`config.mk`:
```
export PLATFORM = sky130hd
export DESIGN_NAME = multicycle_ctrl
export DESIGN_NICKNAME = d
export VERILOG_FILES = /design/src/rtl/multicycle_ctrl.sv
export SDC_FILE = /design/constraint.sdc
export NUM_CORES = 1
export LEC_CHECK = 0
export BUFFER_PORTS_ARGS = -buffer_cell sky130_fd_sc_hd__buf_2
export CAP_MARGIN = 20
export CORE_MARGIN = 4
export CORE_UTILIZATION = 37
export DETAILED_ROUTE_END_ITERATION = 8
export PLACE_DENSITY = 0.73
export SYNTH_ARGS = -nofsm -noshare
export SYNTH_HDL_FRONTEND = slang
export SYNTH_SLANG_ARGS = --single-unit
```
`constraint.sdc`:
```
create_clock -name clk -period 1.3 [get_ports clk]
set_clock_uncertainty 0.05 [all_clocks]
set_input_delay 0.26 -clock clk [delete_from_list [all_inputs] [get_ports clk]]
set_output_delay 0.26 -clock clk [all_outputs]
set_load 0.01 [all_outputs]
```
`src/rtl/multicycle_ctrl.sv`:
```
// Main control FSM for the multicycle MIPS datapath.
// Steps each instruction through fetch, decode, execute, memory and write-back
// states and drives every datapath mux select and enable from the current state.
//
// Ports:
//   clk        rising-edge clock
//   rst        asynchronous active-high reset (forces FETCH)
//   opcode     instruction register bits [31:26], sampled in DECODE
//   zero       ALU zero flag, only meaningful in BEQ
//   pc_en      PC load enable = pc_write | (branch & zero)
//   iord       memory address select: 0 = PC, 1 = ALUOut
//   mem_read   memory read strobe
//   mem_write  memory write strobe
//   ir_write   instruction register load
//   mem_to_reg register write data: 1 = MDR, 0 = ALUOut
//   reg_dst    destination register: 1 = rd, 0 = rt
//   reg_write  register file write enable
//   alu_src_a  ALU A: 0 = PC, 1 = register A
//   alu_src_b  ALU B: 00 = B, 01 = 4, 10 = sext imm, 11 = sext imm << 2
//   alu_op     ALU control: 00 add, 01 sub, 10 funct
//   pc_source  next PC: 00 = ALU result, 01 = ALUOut, 10 = jump address
//   illegal    one-cycle pulse in the FETCH after an unsupported opcode
//   state      current state encoding, for debug display
module multicycle_ctrl (
  input  logic       clk,
  input  logic       rst,
  input  logic [5:0] opcode,
  input  logic       zero,
  output logic       pc_en,
  output logic       iord,
  output logic       mem_read,
  output logic       mem_write,
  output logic       ir_write,
  output logic       mem_to_reg,
  output logic       reg_dst,
  output logic       reg_write,
  output logic       alu_src_a,
  output logic [1:0] alu_src_b,
  output logic [1:0] alu_op,
  output logic [1:0] pc_source,
  output logic       illegal,
  output logic [3:0] state
);

  localparam logic [5:0] OpRtype = 6'b000000;
  localparam logic [5:0] OpLw    = 6'b100011;
  localparam logic [5:0] OpSw    = 6'b101011;
  localparam logic [5:0] OpBeq   = 6'b000100;
  localparam logic [5:0] OpAddi  = 6'b001000;
  localparam logic [5:0] OpJ     = 6'b000010;

  typedef enum logic [3:0] {
    StFetch  = 4'd0,
    StDecode = 4'd1,
    StMemAdr = 4'd2,
    StMemRd  = 4'd3,
    StMemWb  = 4'd4,
    StMemWr  = 4'd5,
    StExec   = 4'd6,
    StAluWb  = 4'd7,
    StBeq    = 4'd8,
    StAddi   = 4'd9,
    StAddiWb = 4'd10,
    StJump   = 4'd11
  } state_e;

  state_e state_q;
  logic   illegal_q;
  logic   pc_write;
  logic   branch;

  // State register and the registered illegal flag in one block.
  always_ff @(posedge clk or posedge rst) begin
    if (rst) begin
      state_q   <= StFetch;
      illegal_q <= 1'b0;
    end else begin
      illegal_q <= 1'b0;
      case (state_q)
        StFetch:  state_q <= StDecode;
        StDecode: begin
          case (opcode)
            OpLw, OpSw: state_q <= StMemAdr;
            OpRtype:    state_q <= StExec;
            OpBeq:      state_q <= StBeq;
            OpAddi:     state_q <= StAddi;
            OpJ:        state_q <= StJump;
            default: begin
              state_q   <= StFetch;
              illegal_q <= 1'b1;
            end
          endcase
        end
        // IR is only loaded in FETCH, so opcode is still lw or sw here.
        StMemAdr: state_q <= (opcode == OpSw) ? StMemWr : StMemRd;
        StMemRd:  state_q <= StMemWb;
        StExec:   state_q <= StAluWb;
        StAddi:   state_q <= StAddiWb;
        default:  state_q <= StFetch;  // write-backs, BEQ, JUMP, unused codes
      endcase
    end
  end

  // Moore output decode; anything not set for a state stays 0.
  always_comb begin
    pc_write   = 1'b0;
    branch     = 1'b0;
    iord       = 1'b0;
    mem_read   = 1'b0;
    mem_write  = 1'b0;
    ir_write   = 1'b0;
    mem_to_reg = 1'b0;
    reg_dst    = 1'b0;
    reg_write  = 1'b0;
    alu_src_a  = 1'b0;
    alu_src_b  = 2'b00;
    alu_op     = 2'b00;
    pc_source  = 2'b00;
    case (state_q)
      StFetch: begin
        mem_read  = 1'b1;
        ir_write  = 1'b1;
        pc_write  = 1'b1;
        alu_src_b = 2'b01;
      end
      StDecode: alu_src_b = 2'b11;
      StMemAdr: begin
        alu_src_a = 1'b1;
        alu_src_b = 2'b10;
      end
      StMemRd: begin
        mem_read = 1'b1;
        iord     = 1'b1;
      end
      StMemWb: begin
        reg_write  = 1'b1;
        mem_to_reg = 1'b1;
      end
      StMemWr: begin
        mem_write = 1'b1;
        iord      = 1'b1;
      end
      StExec: begin
        alu_src_a = 1'b1;
        alu_op    = 2'b10;
      end
      StAluWb: begin
        reg_write = 1'b1;
        reg_dst   = 1'b1;
      end
      StBeq: begin
        alu_src_a = 1'b1;
        alu_op    = 2'b01;
        pc_source = 2'b01;
        branch    = 1'b1;
      end
      StAddi: begin
        alu_src_a = 1'b1;
        alu_src_b = 2'b10;
      end
      StAddiWb: reg_write = 1'b1;
      StJump: begin
        pc_write  = 1'b1;
        pc_source = 2'b10;
      end
      default: ;
    endcase
  end

  assign pc_en   = pc_write | (branch & zero);
  assign illegal = illegal_q;
  assign state   = state_q;

endmodule

```
==> results of run 1 <==
[cells by family after synthesis]
group / Yosys count / synth area share (%)
flip-flops: 5 / 25.3
AND/OR/NAND/NOR: 37 / 40.2
buffers and inverters: 8 / 6.82
XOR/XNOR: 4 / 7.07
AO/OA/AOI/OAI: 13 / 20.7
[metrics by stage]
stage	std cells	worst slack [ps]	cell area, µm²
4_1_cts	144	-271	1080
3_5_place_dp	128	-335	873
3_3_place_gp	128	-283	873
2_1_floorplan	67	-156	578
[what timing repair did]
item / CTS
setup endpoints to repair: 23
resized for setup: 22
setup buffers: 11
pin swaps: 11
hold buffers: 1
endpoints found under the hold margin: 5
==> key figures, run 1 <==
Synth
  – Fraction of registers with async set or reset after synthesis: 100%
  – Mapped Avg Cell Area: 7.40 µm²
  – Yosys warning count: 0
  – Cell with the most instances after synthesis: nor2_1
  – Dominant cell type by area after synthesis: dfrtp_1
  – Synth top area cells: dfrtp_1 25%, nand2b_1 6.3%, nor2_1 6.1%
  – Post-Syn Area: 495 µm²
  – Syn Inst Count: 67
  – Syn Nets: 76
  – Synth unique cells: 28
  – Synth top cells by count: 8 x nor2_1, 5 x dfrtp_1, 5 x nand2_1, 5 x nand2b_1, 5 x nor3_1
  – Register area share after synthesis: 25.3%
  – Seq cells post-synth: 5
  – EDFF count, synth: 0
  – Dominant synthesized flop cell: dfrtp_1
  – Synth top area share: 25.3%

Floorplan
  – Vert. Die Dim: between 40 and 50 µm
  – Initial Util: 41.8%
  – DIE WIDTH: 44.6 µm
  – Cell Rows: 12
  – I/O pins: 29

CTS
  – Max clock buf depth: 2
  – Num CTS Buffers: 3
  – H-tree depth: 1
  – Sink Count: 5
  – Root Driver: clkbuf_4

STA
  – Worst endpoint after global-route timing repair: ir_write
  – Worst-path endpoint category: output port

Outcome
  – Outcome: aborted with a tool error
  – Tool error: [ERROR DPL-0038] Utilization greater than 100%, impossible to legalize
  – Failed at: global routing

Place
  – Port buffer count: 28
  – RD Place Congestion: 0.848
  – Dpl hpwl: 1.40 mm

Global route
  – Largest net degree at the start of global routing: 8
==> run 2, diff against run 1 <==
--- a/config.mk
+++ b/config.mk
@@ -7,10 +7,10 @@
 export LEC_CHECK = 0
 export BUFFER_PORTS_ARGS = -buffer_cell sky130_fd_sc_hd__buf_2
 export CAP_MARGIN = 20
-export CORE_MARGIN = 4
-export CORE_UTILIZATION = 37
+export CORE_AREA = 4 4 65 67
 export DETAILED_ROUTE_END_ITERATION = 8
-export PLACE_DENSITY = 0.73
+export DIE_AREA = 0 0 69 71
+export PLACE_DENSITY_LB_ADDON = 0.15
 export SYNTH_ARGS = -nofsm -noshare
 export SYNTH_HDL_FRONTEND = slang
 export SYNTH_SLANG_ARGS = --single-unit
==> constraint.sdc (replaced) <==
create_clock -name clk -period 1.69 [get_ports clk]
set_clock_uncertainty 0.05 [all_clocks]
set_input_delay 0.338 -clock clk [delete_from_list [all_inputs] [get_ports clk]]
set_output_delay 0.338 -clock clk [all_outputs]
set_load 0.01 [all_outputs]
==> key figures, run 2 <==
Synth
  – Mapped Avg Cell Area: about 7.4 µm²
  – Seq cells post-synth: 5
  – Dominant synthesized flop cell: dfrtp_1
  – Synth top cells by count: 8 x nor2_1, 5 x dfrtp_1, 5 x nand2_1, 5 x nand2b_1, 5 x nor3_1
  – Fraction of registers with async set or reset after synthesis: 100%
  – Post-Syn Area: 495 µm²
  – Syn Inst Count: 67
  – Synth unique cells: 28
  – Cell with the most instances after synthesis: nor2_1
  – Dominant cell type by area after synthesis: dfrtp_1
  – Yosys warning count: 0
  – Syn Nets: 76
  – Synth top area cells: dfrtp_1 25%, nand2b_1 6.3%, nor2_1 6.1%
  – Synth top area share: 25.3%
  – EDFF count, synth: 0
  – Register area share after synthesis: 25.3%

Floorplan
  – DIE WIDTH: just under 70 µm
  – Vert. Die Dim: 71 µm
  – Cell Rows: 22
  – Full die area: about 0.005 mm²
  – Core Area: 0.00363 mm²
  – Initial Util: 13.6%
  – I/O pins: 29

Global route
  – Largest net degree at the start of global routing: 13
  – Vias in the first global route: between 600 and 700
  – Initial antenna violation count: 0
  – Total track usage: under 10%
  – Global-route wire length before repair: 2.95 mm
  – Total grt overflow: 0

STA
  – RSZ-0062 raised after global routing: yes
  – Slew HR: 80.7%
  – Setup TNS: 0 ps
  – Setup violators final: 0
  – Fin crit share: 97.1%
  – Fin. max-slew vios: 0
  – Minimum clock period: 1640 ps
  – Setup ws final: 48.5 ps
  – Fmax: 609 MHz
  – WHS: between 300 and 400 ps
  – Final Hold Vio Count: 0
  – Worst Tran Pin Value: ~290 ps

CTS
  – Clock latency on the worst-skew pair: ~220 ps
  – Root Driver: clkbuf_8
  – Max clock buf depth: 2
  – H-tree depth: 1
  – Num CTS Buffers: 3
  – Sink Count: 5
  – CTS tree: built
  – CTS clk-pin slew, worst paths: approximately 30 ps

Place
  – Dpl hpwl: 1.40 mm
  – Port buffer count: 28
  – Placed Instances: 149
  – RD Place Congestion: 0.665
  – Pre-CTS setup slack: -32.2 ps

Setup path
  – WP data required: around 1300 ps
  – CP startpoint kind: register
  – CP Capture Type: primary output
  – Crit Path Category: register to primary output
  – Crit path max fanout: 9
  – Worst endpoint data arrival time: 1250 ps

Cells and area
  – Fin nets: 122
  – Leading cell types in the layout, fill and taps excluded: 28 x buf_2, 15 x buf_4, 7 x nor2_1, 5 x nand2_1
  – Fillers: 429
  – Finished Layout Cells: 160
  – Antenna diodes: 0
  – Fin util: 25.0%
  – Proportion of layout cells with a drive suffix above 1: between 50% and 60%
  – Most common cell after layout, fill and taps aside: buf_2
  – Max reg flops: 4
  – Area grow syn2layout: 83.1%

Pwr
  – Leak: 0.461 nW
  – Peak supply drop: 0.000357 V
  – Power density over cell area: between 1500 and 2000 mW/mm²

Detailed routing
  – 1st-iter DRT viols: 18
  – Post-route ant nets: 0
  – Drt wl/cell: between 10 and 15 µm
  – Vias/cell: 4.31
  – Total Wirelength: 1.77 mm
  – DRC Markers: 0
  – DR vias: 690
  – Drt pass-1 iters: 4

Job
  – Maxcap violations: 0

Outcome
  – Outcome: complete, no violations

Worst hold path
  – HP Class: input port to register
==> run 2: cell counts after synthesis <==
No cell type changed its count.
==> run 2: critical path, stage by stage (launching register included) <==
cell and delay, ps:
dfrtp_2 440, buf_6 160, xor2_1 130, and3_1 170, buf_2 130
==> run 2: area by class of cell <==
cell class / count / area (µm²) / area share [%]
Timing Repair Buffer: 46 / 285 / 31.4
Inverter: 3 / 11.3 / 1.24
Sequential cell: 5 / 130 / 14.3
Clock buffer: 4 / 45.0 / 4.97
Multi-Input combinational cell: 54 / 375 / 41.4
Tap cell: 48 / 60.1 / 6.62
==> run 2: final timing paths <==
path / start / to / slack, ps / depth (start not counted)
worst max-delay path: state[1]$_DFF_PP0_ / iord / 50 / 4
worst min register to register: state[1]$_DFF_PP0_ / state[2]$_DFF_PP0_ / 630 / 2
worst min-delay path: opcode[3] / state[1]$_DFF_PP0_ / 390 / 2
worst max register to register: state[0]$_DFF_PP0_ / state[1]$_DFF_PP0_ / 120 / 6
max in group asynchronous: rst / state[3]$_DFF_PP0_ / 890 / 3
min in group asynchronous: rst / state[0]$_DFF_PP0_ / 510 / 3
==> run 2: cell families (layout without fill, tap and decap cells) <==
group / count (synthesis) / in the layout / synth area share [%]
buf+inv: 8 / 53 / 6.82
simple gates: 37 / 37 / 40.2
flops: 5 / 5 / 25.3
compound gates: 13 / 13 / 20.7
xor+xnor: 4 / 4 / 7.07
==> run 2: where the power goes <==
part	total (mW)	internal, mW	leakage, nW	switching (mW)
combinational	0.929	0.477	0.379	0.452
sequential	0.227	0.168	0.0594	0.0582
clock	0.219	0.162	0.0228	0.0571
==> run 2: through the flow <==
step	cell area, µm²	total power, mW
floorplan	495	0.648
global placement	756	1.01
detailed placement	756	1.00
CTS	868	1.34
global route	907	1.50
finish	907	1.38
==> run 2: what timing repair did <==
action / CTS / global route
endpoints found under the setup margin: 9 / 11
setup buffers: 5 / 1
cloned: 0 / 0
resized for setup: 6 / 7
pin swaps: 0 / 1
hold endpoints to repair: 5 / 0
hold buffers: 1 / 0
==> run 2: per-layer routing <==
metal | part of all wire (%) | global-route usage (%)
met1 | 44 | 8.27
met2 | 47 | 12.6
met3 | 6.4 | 0.710
met4 | 2.8 | 5.21
met5 | 0 | 0
Note: power is estimated with default switching activity, not from simulation.
==> run 3, diff against run 2 <==
--- a/config.mk
+++ b/config.mk
@@ -5,6 +5,7 @@
 export SDC_FILE = /design/constraint.sdc
 export NUM_CORES = 1
 export LEC_CHECK = 0
+export ABC_AREA = 1
 export BUFFER_PORTS_ARGS = -buffer_cell sky130_fd_sc_hd__buf_2
 export CAP_MARGIN = 20
 export CORE_AREA = 4 4 65 67
==> key figures, run 3 <==
CTS
  – CTS clk-pin slew, worst paths: 30 ps
  – Max clock buf depth: 2
  – H-tree depth: 1
  – CTS tree: built
  – Root Driver: clkbuf_8
  – Clock latency on the worst-skew pair: 210 ps
  – Sink Count: 5
  – Num CTS Buffers: 3

Synth
  – Compound-Gate Fraction of Synth Area: about 12%
  – Yosys warning count: 0
  – Syn Inst Count: 81
  – Synth top cells by count: 20 x nor2_1, 11 x inv_1, 11 x nand2_1
  – Fraction of registers with async set or reset after synthesis: 100%
  – Dominant cell type by area after synthesis: dfrtp_1
  – Seq cells post-synth: 5
  – Synth unique cells: 20
  – Post-synthesis mux area share: 0%
  – Synth top area share: between 20% and 30%
  – Synth Area in Simple Gates: 50.4%
  – Post-Syn Area: about 500 µm²
  – Main combinational cell family by area after synthesis: simple AND/OR/NAND/NOR gates
  – Mapped Avg Cell Area: 6.16 µm²
  – Syn Nets: 90
  – Register area share after synthesis: 25.1%
  – Dominant synthesized flop cell: dfrtp_1
  – Cell with the most instances after synthesis: nor2_1
  – Xor and xnor area share after synthesis: 0%
  – EDFF count, synth: 0
  – Post-Synth Adder-Cell Area: 0%
  – Synth top area cells: dfrtp_1 25%, nor2_1 15%, nand3_1 10%

Floorplan
  – Initial Util: 13.7%
  – Cell Rows: 22
  – Core Area: 0.00363 mm²
  – DIE WIDTH: 69 µm
  – Full die area: just under 0.005 mm²
  – Vert. Die Dim: approximately 71 µm
  – I/O pins: 29

Worst hold path
  – Worst hold path cell count: 4
  – Hold_sp: opcode[4]
  – HP Class: input port to register
  – Worst Hold Path EP: state[2]$_DFF_PP0_

Pwr
  – Internal power: 718 µW
  – Power Total: approximately 1.4 mW
  – Leak: 0.466 nW
  – Comb pwr share: 67.0%
  – Sequential share of power: 17.3%
  – Power density over cell area: 1530 mW/mm²
  – Switching Fraction: 47.5%
  – Switching pwr: ~650 µW
  – Clock share of power: 15.7%
  – Peak supply drop: approximately 0.00025 V

Place
  – Placed Instances: around 160
  – Pre-CTS setup slack: 143 ps
  – Port buffer count: 28
  – Dpl hpwl: 1.33 mm
  – RD Place Congestion: 0.724
  – DP Area: 692 µm²

Detailed routing
  – Drt wl/cell: 9.64 µm
  – DRC Markers: 0
  – Total Wirelength: 1.64 mm
  – 1st-iter DRT viols: 31
  – Vias/cell: 3.85
  – Post-route ant nets: 0
  – DR vias: 654
  – Drt pass-1 iters: 4

Setup path
  – Most used cell, CP: nor2_4
  – Crit Path Category: register to primary output
  – Worst endpoint data arrival time: 1260 ps
  – WP data required: 1300 ps
  – Crit path max fanout: 8
  – Largest delay share family, worst path: flip-flops
  – Max incr delay on CP: 450 ps
  – CP Capture Type: primary output
  – Worst path cell trace: nor2_4 > inv_6 > nor2_4 > nor2_1 > o21ai_1 > buf_2
  – RR Endpoint: illegal$_DFF_PP0_
  – Depth of the most critical reg-to-reg path: 6
  – CP startpoint kind: register
  – Crit path buf inv count: 2
  – Slowest cell on crit path: dfrtp_2
  – Reg-to-Reg Start: state[1]$_DFF_PP0_
  – Reg2reg setup slack: 500 ps

Global route
  – Vias in the first global route: 616
  – Total grt overflow: 0
  – Initial antenna violation count: 0
  – Largest net degree at the start of global routing: 9
  – Global-route wire length before repair: 2.69 mm
  – Total track usage: 6.52%

Cells and area
  – Finished Layout Cells: 170
  – Area grow syn2layout: 78.7%
  – Most common cell after layout, fill and taps aside: buf_2
  – Final instance area: 892 µm²
  – Antenna diodes: 0
  – Max reg flops: 4
  – Leading cell types in the layout, fill and taps excluded: 28 x buf_2, 15 x nor2_1, 10 x nand3_1
  – Fin util: 24.6%
  – Fillers: around 430
  – Proportion of layout cells with a drive suffix above 1: 55.7%
  – Fin nets: 132

STA
  – Fin. max-slew vios: 0
  – Fmax: between 600 and 700 MHz
  – RSZ-0062 raised after global routing: yes
  – Setup ws final: 43.4 ps
  – Slew HR: 79.2%
  – Final Hold Vio Count: 0
  – Setup violators final: 0
  – Minimum clock period: 1650 ps
  – Fin crit share: 97.4%
  – Worst Tran Pin Value: 311 ps

Job
  – Maxcap violations: 0

Outcome
  – Outcome: complete, no violations
[run 3: cell types whose count changed after synthesis, moves of 3 or more]
cell      previous run  this run
buf_1                3         0
inv_1                3        11
nand2_1              5        11
nand2b_1             5         0
nand3_1              3        10
nor2_1               8        20
nor2_2               0         3
nor3_1               5         0
or3_1                3         0
xor2_1               3         0
[run 3: logic make-up (layout without fill, tap and decap cells)]
kind of cell / Yosys count / after routing
compound gates: 10 / 10
flops: 5 / 5
simple gates: 51 / 51
buf+inv: 15 / 56
[run 3: layer usage]
metal	global-route usage (%)	share of wire (%)
met2	10.2	44
met1	8.37	45
met5	0	0
met4	3.25	0.43
met3	1.56	10
[run 3: final cells by class]
class / instances / area, µm² / share of cell area, %
Tap cell: 48 / 60.1 / 6.73
Sequential cell: 5 / 130 / 14.6
Inverter: 14 / 60.1 / 6.73
Multi-Input combinational cell: 61 / 375 / 42.1
Timing Repair Buffer: 38 / 221 / 24.8
Clock buffer: 4 / 45.0 / 5.05
[run 3: repair_timing]
item | 4_1_cts | 5_1_grt
resized for setup | 8 | 20
buffers inserted | 5 | 4
endpoints found under the setup margin | 3 | 6
pin swaps | 4 | 8
endpoints found under the hold margin | 5 | 0
hold buffers | 1 | 0
[run 3: worst max path at each step]
stage	cells past startpoint	end	from	slack (ps)
after global placement	6	alu_src_a	state[2]$_DFF_PP0_	140
after detailed placement	6	alu_src_a	state[2]$_DFF_PP0_	140
after CTS	6	pc_en	state[3]$_DFF_PP0_	-4
after floorplan	5	pc_en	state[2]$_DFF_PP0_	170
final	6	alu_src_a	state[2]$_DFF_PP0_	40
after global routing	6	pc_en	state[0]$_DFF_PP0_	-60
[run 3: metrics by stage]
step / hold slack (ps) / TNS, ps
floorplan: 66.5 / 0
global placement: 190 / 0
detailed placement: 195 / 0
CTS: 428 / -6.06
global route: 444 / -175
finish: 415 / 0
[run 3: worst register-to-register path, stage by stage (launching register included)]
cell and delay [ps]:
dfrtp_2 440, inv_2 80, nand2_4 60, buf_4 160
nor2_8 130, inv_2 40, nor3_2 160
[run 3: power by group through the flow]
stage | combinational [mW] | sequential (mW) | clock, mW
finish | 0.915 | 0.236 | 0.214
global route | 1.01 | 0.247 | 0.229
CTS | 0.792 | 0.220 | 0.220
detailed placement | 0.717 | 0.218 | 0
global placement | 0.725 | 0.217 | 0
floorplan | 0.451 | 0.231 | 0
==> run 4, diff against run 3 <==
==> constraint.sdc (replaced) <==
create_clock -name clk -period 1.6 [get_ports clk]
set_clock_uncertainty 0.05 [all_clocks]
set_input_delay 0.32 -clock clk [delete_from_list [all_inputs] [get_ports clk]]
set_output_delay 0.32 -clock clk [all_outputs]
set_load 0.01 [all_outputs]
==> key figures, run 4 (synthesis results as in run 3) <==
Outcome
  – Outcome: complete, but fails checks
  – Failing checks: negative setup slack

Pwr
  – Leak: 0.485 nW
  – Internal power: between 700 and 800 µW
  – Peak supply drop: roughly 0.00029 V
  – Switching Fraction: a little under half
  – Switching pwr: 699 µW
  – Comb pwr share: 66.7%
  – Clock share of power: 15.7%
  – Power density over cell area: 1620 mW/mm²
  – Sequential share of power: 17.5%

Global route
  – Total track usage: 6.46%
  – Global-route wire length before repair: between 2 and 3 mm
  – Total grt overflow: 0
  – Initial antenna violation count: 0
  – Largest net degree at the start of global routing: 8
  – Vias in the first global route: 634

Floorplan
  – Cell Rows: 22
  – Core Area: 0.00363 mm²
  – Initial Util: 13.7%
  – Full die area: 0.00490 mm²
  – DIE WIDTH: 69 µm
  – Vert. Die Dim: 71 µm
  – I/O pins: 29

CTS
  – Max clock buf depth: 2
  – CTS clk-pin slew, worst paths: 30 ps
  – Num CTS Buffers: 3
  – Root Driver: clkbuf_8
  – Sink Count: 5
  – Clock latency on the worst-skew pair: 220 ps
  – H-tree depth: 1
  – CTS tree: built

STA
  – Fmax: 611 MHz
  – Minimum clock period: around 1600 ps
  – Worst Tran Pin Value: approximately 280 ps
  – Slew HR: 81.3%
  – Fin. max-slew vios: 0
  – WHS: 391 ps
  – Final Hold Vio Count: 0
  – Setup ws final: -37.5 ps
  – Fin crit share: 102%
  – Setup violators final: 4
  – RSZ-0062 raised after global routing: yes

Job
  – Maxcap violations: 0

Setup path
  – Critical path origin: state[2]$_DFF_PP0_
  – CP startpoint kind: register
  – WP data required: 1230 ps
  – Worst endpoint data arrival time: roughly 1300 ps
  – Reg-to-Reg Start: state[1]$_DFF_PP0_
  – Max incr delay on CP: 460 ps
  – Crit path buf inv count: 2
  – Worst path cell trace: nor2_4 > inv_6 > nor2_2 > a21oi_1 > o21ai_0 > buf_2
  – Crit path max fanout: 7
  – Crit Path Category: register to primary output
  – Depth of the most critical reg-to-reg path: 7
  – CP Capture Type: primary output
  – Largest delay share family, worst path: flip-flops
  – CP Depth: 6
  – Slowest cell on crit path: dfrtp_2

Detailed routing
  – DR vias: 650
  – Post-route ant nets: 0
  – Total Wirelength: 1.62 mm
  – DRC Markers: 0
  – Drt pass-1 iters: 4
  – 1st-iter DRT viols: 22
  – Drt wl/cell: 9.52 µm
  – Vias/cell: 3.82

Worst hold path
  – Worst hold path cell count: 4
  – Hold_sp: opcode[4]
  – HP Class: input port to register

Place
  – RD Place Congestion: 0.743
  – Port buffer count: 28
  – Pre-CTS setup slack: slightly above 70 ps
  – Dpl hpwl: 1.30 mm
  – DP Area: ~700 µm²

Cells and area
  – Most common cell after layout, fill and taps aside: buf_2
  – Max reg flops: 4
  – Fillers: 426
  – Area grow syn2layout: 82.2%
  – Antenna diodes: 0
  – Final instance area: 910 µm²
  – Fin nets: 132
  – Leading cell types in the layout, fill and taps excluded: 28 x buf_2, 13 x nor2_1, 10 x nand3_1, 8 x nand2_1, 8 x buf_4
  – Proportion of layout cells with a drive suffix above 1: around 59%
-- run 4: cell counts in the layout (fill, tap and decap cells not counted) --
No cell type changed its count.
-- run 4: power groups by stage --
stage	clock network [mW]	registers [mW]	logic, mW
after detailed placement	0	0.228	0.776
after global routing	0.246	0.270	1.09
after global placement	0	0.229	0.790
after floorplan	0	0.244	0.476
final	0.232	0.259	0.986
after CTS	0.237	0.245	0.902
-- run 4: layer usage --
layer | GRT usage (%) | vias up | wire [µm]
met5 | 0 | - | 0
met4 | 3.25 | 0 | 18
met3 | 1.56 | 4 | 151
met2 | 10.2 | 30 | 705
met1 | 8.21 | 278 | 743
li1 | - | 338 | -
-- run 4: per-stage QoR --
step,total power [mW],util (%),cells,TNS (ps)
after floorplan,0.720,-,81,0
after global routing,1.60,25.0,170,-476
final,1.48,25.0,170,-76.4
after detailed placement,1.00,19.2,157,0
after global placement,1.02,19.2,157,0
after CTS,1.38,23.1,167,-109
-- run 4: cell type report --
type / count / area [µm²] / share of cell area [%]
inverters: 14 / 60.1 / 6.60
well taps: 48 / 60.1 / 6.60
flip-flops and latches: 5 / 130 / 14.3
clock buffers: 4 / 45.0 / 4.95
multi-input cells: 61 / 393 / 43.2
repair buffers: 38 / 221 / 24.3
-- run 4: final timing paths --
kind / slack, ps / end
setup / recovery: -40 / pc_en
hold / removal: 390 / state[2]$_DFF_PP0_
setup reg to reg: 270 / illegal$_DFF_PP0_
hold reg to reg: 650 / state[0]$_DFF_PP0_
max in group asynchronous: 810 / state[3]$_DFF_PP0_
min in group asynchronous: 500 / illegal$_DFF_PP0_
-- run 4: what timing repair did --
action                                  4_1_cts  5_1_grt
hold endpoints to repair                      5        0
gates cloned                                  0        0
buffers inserted                              5        3
resized for setup                            18       14
hold buffers                                  1        0
endpoints found under the setup margin        7        8
pin swaps                                     5        4
-- run 4: worst min-delay path, delay by kind of cell --
kind / cells / cell delay (ps)
buf+inv: 1 / 90
simple gates: 3 / 210
